==> config.mk <==
export PLATFORM = sky130hd
export DESIGN_NAME = b2b3_conv_sched_flat
export DESIGN_NICKNAME = d
export VERILOG_FILES = /design/src/rtl/b2b3_conv_sched_if.sv /design/src/rtl/b2b3_conv_sched.sv /design/src/flat_wrapper.sv
export SDC_FILE = /design/constraint.sdc
export NUM_CORES = 1
export LEC_CHECK = 0
export BUFFER_PORTS_ARGS = -buffer_cell sky130_fd_sc_hd__buf_2
export CORE_ASPECT_RATIO = 0.8
export CORE_UTILIZATION = 30
export DETAILED_ROUTE_END_ITERATION = 12
export GPL_TIMING_DRIVEN = 0
export PLACE_DENSITY = 0.6
export SETUP_SLACK_MARGIN = 0.3
export SYNTH_ARGS = -nofsm -noshare
export SYNTH_HDL_FRONTEND = slang
export SYNTH_SLANG_ARGS = --single-unit
==> constraint.sdc <==
create_clock -name clk -period 3.9 [get_ports clk]
set_input_delay 0.195 -clock clk [delete_from_list [all_inputs] [get_ports clk]]
set_output_delay 0.195 -clock clk [all_outputs]
set_load 0.05 [all_outputs]
==> src/rtl/b2b3_conv_sched_if.sv <==
// ---------------------------------------------------------------------------
// b2b3_conv_sched_if
//
// Purpose: bundles the requester-side and converter-side signals of the
// base2_to_base3 converter scheduler.
//
// Signals:
//   req        requester -> sched   level request, one bit per requester
//   req_data   requester -> sched   operands, requester k at [k*IN_W +: IN_W]
//   ack        sched -> requester   one-hot, one-cycle result-valid pulse
//   res_data   sched -> requester   base-3 result, held until next ack
//   err        sched -> requester   timeout flag, qualified by ack
//   busy       sched -> requester   high whenever the scheduler is not idle
//   owner      sched -> requester   current / last granted requester index
//   conv_en    sched -> converter   converter enable
//   conv_base2 sched -> converter   registered converter operand
//   conv_done  converter -> sched   conversion complete
//   conv_base3 converter -> sched   conversion result
//
// Modports:
//   slave  - the scheduler's view
//   master - the surrounding environment (requesters plus converter)
// ---------------------------------------------------------------------------
interface b2b3_conv_sched_if #(
   parameter int NREQ  = 4,
   parameter int ID_W  = 2,
   parameter int IN_W  = 16,
   parameter int OUT_W = 32
);
   logic [NREQ-1:0]      req;
   logic [NREQ*IN_W-1:0] req_data;
   logic [NREQ-1:0]      ack;
   logic [OUT_W-1:0]     res_data;
   logic                 err;
   logic                 busy;
   logic [ID_W-1:0]      owner;
   logic                 conv_en;
   logic [IN_W-1:0]      conv_base2;
   logic                 conv_done;
   logic [OUT_W-1:0]     conv_base3;

   modport slave (
      input  req, req_data, conv_done, conv_base3,
      output ack, res_data, err, busy, owner, conv_en, conv_base2
   );

   modport master (
      output req, req_data, conv_done, conv_base3,
      input  ack, res_data, err, busy, owner, conv_en, conv_base2
   );
endinterface

==> src/rtl/b2b3_conv_sched.sv <==
// ---------------------------------------------------------------------------
// b2b3_conv_sched
//
// Purpose: shares one base2_to_base3 converter among NREQ requesters using
// round-robin arbitration. The scheduler owns the converter's en/done
// handshake and returns each result on a shared bus with a one-hot ack pulse.
//
// Ports:
//   clk   rising-edge clock
//   rst   asynchronous, active-high reset
//   bus   b2b3_conv_sched_if.slave (req, req_data, ack, res_data, err, busy,
//         owner, conv_en, conv_base2, conv_done, conv_base3)
//
// Optional feature (macro CONV_TIMEOUT_EN):
//   When defined, a CONVERT cycle counter aborts a conversion after TIMEOUT
//   cycles without conv_done, returning res_data=0 with err=1. When undefined,
//   err is tied low and CONVERT waits for conv_done indefinitely.
// ---------------------------------------------------------------------------
module b2b3_conv_sched #(
   parameter int NREQ    = 4,
   parameter int ID_W    = 2,
   parameter int IN_W    = 16,
   parameter int OUT_W   = 32,
   parameter int TIMEOUT = 255
) (
   input logic              clk,
   input logic              rst,
   b2b3_conv_sched_if.slave bus
);

   typedef enum logic [1:0] {
      IDLE,
      CONVERT,
      RESPOND
   } state_t;

   state_t            state;
   logic [ID_W-1:0]   rr_last;
   logic [ID_W-1:0]   owner_q;
   logic              conv_en_q;
   logic [IN_W-1:0]   conv_base2_q;
   logic [NREQ-1:0]   ack_q;
   logic [OUT_W-1:0]  res_q;
   logic              busy_q;

   logic              grant_valid;
   logic [ID_W-1:0]   grant_idx;
   logic [ID_W-1:0]   scan_idx;
   logic [IN_W-1:0]   operand [NREQ];

`ifdef CONV_TIMEOUT_EN
   // At least 8 bits, wider if TIMEOUT needs it.
   localparam int CNT_W = ($clog2(TIMEOUT + 1) > 8) ? $clog2(TIMEOUT + 1) : 8;
   logic [CNT_W-1:0]  to_cnt;
   logic              err_q;
`endif

   // Split the flat operand bus into per-requester operands; requester k owns
   // bits [k*IN_W +: IN_W].
   always_comb begin
      for (int k = 0; k < NREQ; k++) begin
         operand[k] = bus.req_data[k*IN_W +: IN_W];
      end
   end

   // Round-robin search starting just after the last grant. The loop runs
   // from the farthest candidate to the nearest so the nearest set bit is the
   // one left standing; the modulo keeps this correct for any NREQ.
   always_comb begin
      grant_valid = 1'b0;
      grant_idx   = '0;
      scan_idx    = '0;
      for (int i = NREQ; i >= 1; i--) begin
         scan_idx = ID_W'((int'(rr_last) + i) % NREQ);
         if (bus.req[scan_idx]) begin
            grant_valid = 1'b1;
            grant_idx   = scan_idx;
         end
      end
   end

   // Scheduler FSM. Every output is a register. RESPOND is always followed by
   // IDLE, so conv_en stays low for at least two cycles between conversions,
   // giving the converter time to re-arm.
   always_ff @(posedge clk or posedge rst) begin
      if (rst) begin
         state        <= IDLE;
         rr_last      <= ID_W'(NREQ - 1);
         owner_q      <= '0;
         conv_en_q    <= 1'b0;
         conv_base2_q <= '0;
         ack_q        <= '0;
         res_q        <= '0;
         busy_q       <= 1'b0;
`ifdef CONV_TIMEOUT_EN
         to_cnt       <= '0;
         err_q        <= 1'b0;
`endif
      end else begin
         unique case (state)
            IDLE: begin
               ack_q <= '0;
               if (grant_valid) begin
                  owner_q      <= grant_idx;
                  rr_last      <= grant_idx;
                  conv_base2_q <= operand[grant_idx];
                  conv_en_q    <= 1'b1;
                  busy_q       <= 1'b1;
`ifdef CONV_TIMEOUT_EN
                  to_cnt       <= '0;
`endif
                  state        <= CONVERT;
               end
            end

            CONVERT: begin
               // conv_done beats a simultaneous timeout.
               if (bus.conv_done) begin
                  res_q     <= bus.conv_base3;
                  conv_en_q <= 1'b0;
                  ack_q     <= NREQ'(1) << owner_q;
`ifdef CONV_TIMEOUT_EN
                  err_q     <= 1'b0;
`endif
                  state     <= RESPOND;
               end
`ifdef CONV_TIMEOUT_EN
               else if (to_cnt == CNT_W'(TIMEOUT)) begin
                  res_q     <= '0;
                  conv_en_q <= 1'b0;
                  ack_q     <= NREQ'(1) << owner_q;
                  err_q     <= 1'b1;
                  state     <= RESPOND;
               end else begin
                  to_cnt    <= to_cnt + 1'b1;
               end
`endif
            end

            RESPOND: begin
               ack_q  <= '0;
               busy_q <= 1'b0;
               state  <= IDLE;
            end

            default: begin
               state <= IDLE;
            end
         endcase
      end
   end

   assign bus.ack        = ack_q;
   assign bus.res_data   = res_q;
   assign bus.busy       = busy_q;
   assign bus.owner      = owner_q;
   assign bus.conv_en    = conv_en_q;
   assign bus.conv_base2 = conv_base2_q;
`ifdef CONV_TIMEOUT_EN
   assign bus.err        = err_q;
`else
   assign bus.err        = 1'b0;
`endif

endmodule

==> src/flat_wrapper.sv <==
// flat-port wrapper written by rule: the top's interface ports become plain ports
module b2b3_conv_sched_flat 
#(
   parameter int NREQ    = 4,
   parameter int ID_W    = 2,
   parameter int IN_W    = 16,
   parameter int OUT_W   = 32,
   parameter int TIMEOUT = 255
)
  (clk, rst, bus_req, bus_req_data, bus_conv_done, bus_conv_base3, bus_ack, bus_res_data, bus_err, bus_busy, bus_owner, bus_conv_en, bus_conv_base2);
  b2b3_conv_sched_if #(.NREQ(NREQ), .ID_W(ID_W), .IN_W(IN_W), .OUT_W(OUT_W)) bus_i ();
  input logic clk;
  input logic rst;
  input wire logic [$bits(bus_i.req)-1:0] bus_req;
  input wire logic [$bits(bus_i.req_data)-1:0] bus_req_data;
  input wire logic [$bits(bus_i.conv_done)-1:0] bus_conv_done;
  input wire logic [$bits(bus_i.conv_base3)-1:0] bus_conv_base3;
  output wire logic [$bits(bus_i.ack)-1:0] bus_ack;
  output wire logic [$bits(bus_i.res_data)-1:0] bus_res_data;
  output wire logic [$bits(bus_i.err)-1:0] bus_err;
  output wire logic [$bits(bus_i.busy)-1:0] bus_busy;
  output wire logic [$bits(bus_i.owner)-1:0] bus_owner;
  output wire logic [$bits(bus_i.conv_en)-1:0] bus_conv_en;
  output wire logic [$bits(bus_i.conv_base2)-1:0] bus_conv_base2;
  assign bus_i.req = bus_req;
  assign bus_i.req_data = bus_req_data;
  assign bus_i.conv_done = bus_conv_done;
  assign bus_i.conv_base3 = bus_conv_base3;
  assign bus_ack = bus_i.ack;
  assign bus_res_data = bus_i.res_data;
  assign bus_err = bus_i.err;
  assign bus_busy = bus_i.busy;
  assign bus_owner = bus_i.owner;
  assign bus_conv_en = bus_i.conv_en;
  assign bus_conv_base2 = bus_i.conv_base2;
  b2b3_conv_sched #(.NREQ(NREQ), .ID_W(ID_W), .IN_W(IN_W), .OUT_W(OUT_W), .TIMEOUT(TIMEOUT)) u_core (.clk(clk), .rst(rst), .bus(bus_i));
endmodule
Word-level counts from Yosys, hierarchy flattened
Index checks and enable logic that the tools add are counted.
Storage, ports and cells
  bits in registers: 60
  output and inout port bits: 57
  word-level logic and storage cells: 62
Cells by class
  add/subtract/negate cells: 4
  magnitude comparators: 5
  equality and inequality tests: 4
  shift operators: 1
  multiplexer cells: 28
  bitwise logic cells: 1
  reduce and logical (&&, ||, !) cells: 11
Operators by type and width (number)
  binary-select mux 16 bit (select 2 bit): 1
  two-way mux 16 bit: 2
  < comparator 2 x 3 -> 1 bit (second input constant): 4
  two-way mux 2 bit: 6
  two-way mux 1 bit: 10
  AND reduction 2 bit: 5
  binary-select mux 1 bit (select 2 bit): 4
  one-hot mux 4 bit (2 select lines): 1
  nonzero test 2 bit: 3
  adder 2 x 1 -> 2 bit (second input constant): 2
  adder 2 bit (second input constant): 2
  two-way mux 4 bit: 1
  one-hot mux 1 bit (2 select lines): 2
  one-hot mux 2 bit (2 select lines): 1
  << shifter 1 x 2 -> 4 bit (first input constant): 1
  >= comparator 3 bit (second input constant): 1
  NOT 2 -> 3 bit: 1
  AND reduction 3 bit: 1
  equality test 2 x 1 -> 1 bit (second input constant): 1
  equality test 2 bit (second input constant): 1
  logical NOT 2 bit: 1
  != test 2 x 1 -> 1 bit (second input constant): 1
  != test 2 bit (second input constant): 1
  OR reduction 2 bit: 1

Logic depth before layout (Yosys ltp)
Gate-level depths: netlist (run 1).
  depth after elaboration: 11
  depth in mapped cells: 8
  depth with buffers taken out: 5

Worst setup path after synthesis (run 1)
No wires, ideal clock.
  path type: register to register
  from: register u_core.rr_last[0]
  to: register u_core.conv_base2_q[12] (netlist: u_core.bus.conv_base2[12])
  setup time: 0.127 ns
  arrival: 1.598 ns
  data required time: 3.773 ns
  slack: 2.175 ns
  stages on the path, launching flop included: 9
  period minus slack after synthesis: 1.725 ns
  path through: dfstp_2 -> nand2b_1 -> a21bo_1 -> buf_6 -> and3_4 -> buf_6 -> buf_6 -> mux2i_1 -> a211oi_2
Between the ends
  cells in the longest elaborated chain, start to end: 11
  elaborated cells between the ends (all ways): 25
  those cells by class: add/sub (4); mux (19); bitwise (1); reduce/logical (1)
RTL lines
  start: declaration: RTL line b2b3_conv_sched.sv:38  | logic [ID_W-1:0] rr_last;
  start signal: assignment: RTL line b2b3_conv_sched.sv:88  | rr_last <= ID_W'(NREQ - 1);
  start signal: assignment: RTL line b2b3_conv_sched.sv:105  | rr_last <= grant_idx;
  adder 2 x 1 -> 2 bit: RTL line b2b3_conv_sched.sv:74  | scan_idx = ID_W'((int'(rr_last) + i) % NREQ);
  binary-select mux 1 bit (select 2 bit): RTL line b2b3_conv_sched.sv:75  | if (bus.req[scan_idx]) begin
  two-way mux 1 bit (not written as such): RTL line b2b3_conv_sched.sv:75
  two-way mux 2 bit (4 in a row): RTL line b2b3_conv_sched.sv:75
  NOT 2 -> 3 bit (not written as such): RTL line b2b3_conv_sched.sv:106  | conv_base2_q <= operand[grant_idx];
  binary-select mux 16 bit (select 2 bit): RTL line b2b3_conv_sched.sv:106
  two-way mux 16 bit (not written as such) (2 in a row): RTL line b2b3_conv_sched.sv:106
  end signal: assignment: RTL line b2b3_conv_sched.sv:106
  end: declaration: RTL line b2b3_conv_sched.sv:41  | logic [IN_W-1:0] conv_base2_q;
Parallel ways exist; a longest one is shown, timed or not. The select of a mux whose other input is x is not followed.
A chain may end at the register's enable or synchronous reset.

Final worst setup path (run 1)
Same ends and word-level chain as after synthesis.

==> summary.txt, run 1 <==
status: finished clean
first-pass GRT wire length: 13300 µm
Largest stage delay, worst path: 0.56 ns
peak supply drop: 0.000343 V
clock skew: 0.00592 ns
Rows: 32
Final period util: 48.9%
most used cell, CP: buf_6
worst hold path type: input pin to flip-flop
PwrDens: 840 nW/µm²
clk_lat worst skew: 0.32 ns
initial antenna violation count: 0
critical path's slowest cell: dfstp_2
global placement routability congestion: 0.789
maxcap violations: 0
worst slew pin tran: 0.604 ns
Leak: 2.29 nW
WL/cell: 12.9 µm
Hold Slack: 0.0629 ns
total number of vias: 2831
Die Y: 92.7 µm
sequential share of the synthesized area: 48.8%
# IOs: 160
Global Route Usage Sum: 16.1%
Starting Density: 31.4%
DRC: 0
critical path data arrival time: 2.10 ns
CP Launch Point: u_core.rr_last[0]
delay-heaviest family, CP: flip-flops
initial DRC count: 107
CTS root buffer: clkbuf_16
Syn Std Cell Area: 3080 µm²
DP Wirelength: 6300 µm
minimum clock period: 1.91 ns
Worst EP required: 4.10 ns
Longest Clk Path Bufs: 2
Die W: 115 µm
Detailed Routing Iterations Pass 1: 4
Final Hold Vio Count: 0
f_max: 525 MHz
synth warn: 0
post-CTS setup buffer count: 0
Slew HR: 59.7%
RSZ-0062 raised after global routing: no
crit path buf inv count: 3
Synth Instances: 320
setup TNS: 0 ns
register bit count reported by yosys: 60
Slew Viols, Final: 0
Setup violations, final: 0
crit path max fanout: 10
htree depth: 3
Reg clk slew, reported paths: 0.05 ns
Avg Synthesized Cell Area: 9.64 µm²
post-layout net count: 594
Yosys cell types: 35
Setup crit start kind: flip-flop
die area: 10700 µm²
Cells after DPL: 615
share of cells above drive strength 1: 44.8%
vias in the first global route: 2775
largest net degree at the start of global routing: 35
Non-Filler Instances: 632
global route overflow: 0
net count after synthesis: 423
final antenna-violating net count: 0
routed wire length: 8150 µm
PortBufs: 158
hold wc startpoint: bus_conv_base3[5]
CP cell instances: nand2b_1 -> a21bo_1 -> buf_6 -> and3_4 -> buf_6 -> buf_6 -> mux2i_1 -> a211oi_2
Num CTS Buffers: 9
clock sink total: 60
CP Class: flip-flop to flip-flop
via/cell ratio: 4.48
CTS tree: done
Syn-to-layout area delta: 41.5%
n_diodes: 0
Final Util: 44.5%
CP Capture Type: flip-flop
reg-to-reg critical path startpoint: u_core.rr_last[0]
Core Box Area: 9810 µm²
## kinds of logic after synthesis
logic type	after synthesis	share of synthesized area (%)
simple gates	140	19.9
buf+inv	40	7.10
compound gates	63	18.9
flops	60	48.8
other cells	1	0.122
mux	16	5.19
## metal layers
metal	up-vias	part of all wire [%]	global-route usage (%)
li1	1414	-	-
met1	1343	47	20.9
met2	72	48	25.9
met3	2	4.3	4.52
met4	0	0.43	4.65
met5	-	0	0
## registers in the layout, summed over array words and instances, names as in the netlist
register,cells
u_core.bus.ack,4
u_core.bus.busy,1
u_core.bus.conv_base2,16
u_core.bus.conv_en,1
u_core.bus.owner,2
u_core.bus.res_data,32
u_core.rr_last,2
u_core.state,2
## stage by stage
step / instance area [µm²] / total power [mW] / worst slack [ns]
2_1_floorplan: 3080 / 2.49 / 2.18
3_3_place_gp: 4050 / 2.92 / 1.34
3_5_place_dp: 4070 / 2.95 / 2.00
4_1_cts: 4360 / 3.71 / 1.98
5_1_grt: 4360 / 3.89 / 1.78
6_report: 4360 / 3.67 / 1.99
## layout by cell type, fill, tap and decap left out, types with 2 or more instances in the layout
cell and count:
a211oi_1 4, a211oi_2 28, a21o_1 3, a21oi_1 4, a31oi_1 16, buf_1 3
buf_12 2, buf_2 158, buf_6 5, clkbuf_1 10, clkbuf_16 9, clkbuf_8 3
clkinv_2 3, dfrtp_1 58, dfstp_2 2, inv_1 18, mux2i_1 16, nand2_1 99
nand2b_1 6, nand3_1 4, nor2_1 22, o21ai_0 3
## area by class of cell
class	count	area, µm²
sequential	60	1500
multi-input combinational	220	1360
buffer	21	148
timing repair buffer	160	821
clock buffer	12	267
inverter	19	71.3
fill	987	5450
clock inverter	4	22.5
tap	136	170
## worst paths after layout
check | depth (start not counted) | end | slack (ns)
setup / recovery | 8 | u_core.bus.conv_base2[12] | 1.99
hold / removal | 3 | u_core.bus.res_data[5] | 0.06
setup reg to reg | 8 | u_core.bus.conv_base2[12] | 1.99
hold reg to reg | 2 | u_core.bus.res_data[27] | 0.47
max in group asynchronous | 4 | u_core.rr_last[0] | 2.73
min in group asynchronous | 3 | u_core.bus.res_data[5] | 0.50
## where the power goes
part	switching (mW)	leakage, nW	internal [mW]
combinational	1.38	1.43	0.527
sequential	0.139	0.716	0.874
clock	0.266	0.144	0.478
total	1.79	2.29	1.88
## timing repair
item                      CTS  global route
resized for setup           0             0
hold buffers                1             0
hold endpoints to repair   26             0
## synthesized netlist by cell type (all sizes together)
cell type	number	area share, %
or3	1	0.20
o21ai	4	0.77
dfrtp	58	47
buf	11	3.6
nand2	100	13
a31oi	16	3.2
a21bo	1	0.32
a311o	1	0.37
or2	1	0.20
inv	19	2.3
a21oi	4	0.65
and3	1	0.37
clkbuf	10	1.2
dfstp	2	1.7
nand2b	6	1.2
nor4	1	0.41
mux2i	16	5.2
nor3	1	0.32
nor3b	1	0.24
nand3b	1	0.24
nor2	23	3.3
a21o	4	1.0
conb	1	0.12
o31ai	1	0.24
nand3	4	0.65
a211oi	32	12
## tightest hold or removal path, stage by stage
cell	delay, ns
buf_2	0.08
nand2_1	0.04
nand2_1	0.04
Power figures use the tool's default switching activity.
==> run 2: changes to the inputs <==
clock period = 1.85 ns   (was 3.9 ns; I/O delays follow)
==> run 2 against run 1 <==
First-iteration DRC count did not move. Sequential power is 110% higher. Largest power group unchanged. Power is 150% higher. Highest routed layer unchanged. Hold slack worse by 0.013 ns. Non-clock buffer count is 46 higher. Clock-buffer cell count shrank 2. Maximum frequency grew 4.5%. Sequential share of layout area is 5.2 points lower. Combinational power up 150%. Routed wire length grew 18%. Critical path type unchanged. Clock power rose to 3.0 times the previous value. Sequential cell count unchanged.
==> summary.txt, run 2 (synthesis results as in run 1) <==
status: finished clean
post-layout net count: 640
Detailed Routing Iterations Pass 1: 4
met2 WL: 4670 µm
largest net degree at the start of global routing: 61
PortBufs: 158
clock skew: 0.00631 ns
Reg clk slew, reported paths: 0.06 ns
die area: 10700 µm²
CTS tree: done
Slew HR: 54.3%
Setup violations, final: 0
Die W: 115 µm
Syn-to-layout area delta: 66.4%
setup ws final: 0.0269 ns
CTS root buffer: clkbuf_16
crit path max fanout: 7
pre-CTS setup slack: -0.0977 ns
peak supply drop: 0.000797 V
Core Box Area: 9810 µm²
Longest Clk Path Bufs: 2
max reg flops: 32
post-route cell area: 5130 µm²
global placement routability congestion: 0.818
PwrDens: 1770 nW/µm²
htree depth: 3
Setup crit start kind: flip-flop
initial DRC count: 107
worst slew pin tran: 0.683 ns
Hold Slack: 0.0499 ns
minimum clock period: 1.82 ns
CP Capture Type: flip-flop
highest metal used: met4
f_max: 549 MHz
Clock power frac: 24.5%
Multi-input gate area: 1490 µm²
WL/cell: 14.2 µm
clk_lat worst skew: 0.33 ns
Total Power: 9.10 mW
Largest stage delay, worst path: 0.56 ns
Final Hold Vio Count: 0
Routed met3 length: 505 µm
most frequent cells in the layout: 158 x buf_2, 99 x nand2_1, 58 x dfrtp_1
n_diodes: 0
Seq pwr share: 23.6%
Cells after DPL: 614
critical path's slowest cell: dfstp_2
CP cell instances: nand2b_4 -> a21bo_1 -> buf_6 -> and3_4 -> buf_12 -> buf_12 -> mux2i_2 -> a211oi_2
Internal Power: 5.05 mW
DP Wirelength: 6320 µm
Rows: 32
vias in the first global route: 3040
fill count: 901
combinational share of power: 51.9%
total number of vias: 3125
Worst EP required: 2.06 ns
Slew Viols, Final: 0
via/cell ratio: 4.61
initial antenna violation count: 0
Routed met1 length: 4330 µm
Leak: 2.59 nW
Non-Filler Instances: 678
Die Y: 92.7 µm
# IOs: 160
crit path buf inv count: 3
Global Route Usage Sum: 18.2%
CP Class: flip-flop to flip-flop
share of cells above drive strength 1: 49.1%
DP Area: 4060 µm²
Num CTS Buffers: 9
first-pass GRT wire length: 14800 µm
delay-heaviest family, CP: flip-flops
most common cell after layout, fill and taps aside: buf_2
sw frac: 44.5%
global route overflow: 0
clock sink total: 60
Final period util: 98.5%
routed wire length: 9610 µm
flip-flop and latch area: 1500 µm²
worst hold path type: input pin to flip-flop
DRC: 0
critical path data arrival time: 2.03 ns
RSZ-0062 raised after global routing: yes
Net Switching: 4.05 mW
maxcap violations: 0
Starting Density: 31.4%
most used cell, CP: buf_12
final antenna-violating net count: 0
==> run 2: what timing repair did <==
item | 4_1_cts | 5_1_grt
pin swaps | 7 | 4
endpoints found under the setup margin | 57 | 56
setup buffers | 9 | 3
hold buffers | 32 | 1
resized for setup | 32 | 23
cloned | 2 | 0
hold endpoints to repair | 32 | 28
==> run 2: worst paths after layout <==
kind / startpoint / to / slack (ns) / depth (start not counted)
max: u_core.rr_last[0] / u_core.bus.conv_base2[5] / 0.03 / 8
min in group asynchronous: rst / u_core.bus.res_data[16] / 0.42 / 3
min reg2reg: u_core.bus.res_data[31] / u_core.bus.res_data[31] / 0.47 / 2
min: bus_conv_done / u_core.state[0] / 0.05 / 3
max in group asynchronous: rst / u_core.rr_last[1] / 0.78 / 4
max reg2reg: u_core.rr_last[0] / u_core.bus.conv_base2[5] / 0.03 / 8
==> run 2: area by class of cell <==
type | count | share of cell area (%)
Tap cell | 136 | 3.32
Timing Repair Buffer | 206 | 25.1
Inverter | 19 | 1.46
Clock inverter | 6 | 3.10
Clock buffer | 10 | 4.66
Sequential cell | 60 | 29.3
Buffer | 21 | 4.02
Multi-Input combinational cell | 220 | 29.0
==> run 2: worst register-to-register path: stages (launching register included) <==
cell and delay [ns]:
dfstp_2 0.56, nand2b_4 0.13, a21bo_1 0.12, buf_6 0.09, and3_4 0.18, buf_12 0.14
buf_12 0.15, mux2i_2 0.25, a211oi_2 0.09
==> run 2: routing by layer <==
layer	vias to the layer above	track usage, %
li1	1506	-
met1	1496	23.4
met2	113	29.8
met3	10	4.45
met4	0	5.74
met5	-	0
==> run 2: power by group through the flow <==
stage	Clock, mW	Sequential [mW]	Combinational [mW]
2_1_floorplan	0	3.83	1.44
3_3_place_gp	0	2.14	4.06
3_5_place_dp	0	2.16	4.10
4_1_cts	2.29	2.14	4.60
5_1_grt	2.33	2.21	4.98
6_report	2.23	2.14	4.72
==> run 2: through the flow <==
step                      setup TNS (ns)  util [%]
after floorplan                        0         -
after global placement            -0.530      41.4
after detailed placement           -1.06      41.4
after CTS                              0      51.2
after global routing              -0.237      52.3
final                                  0      52.3
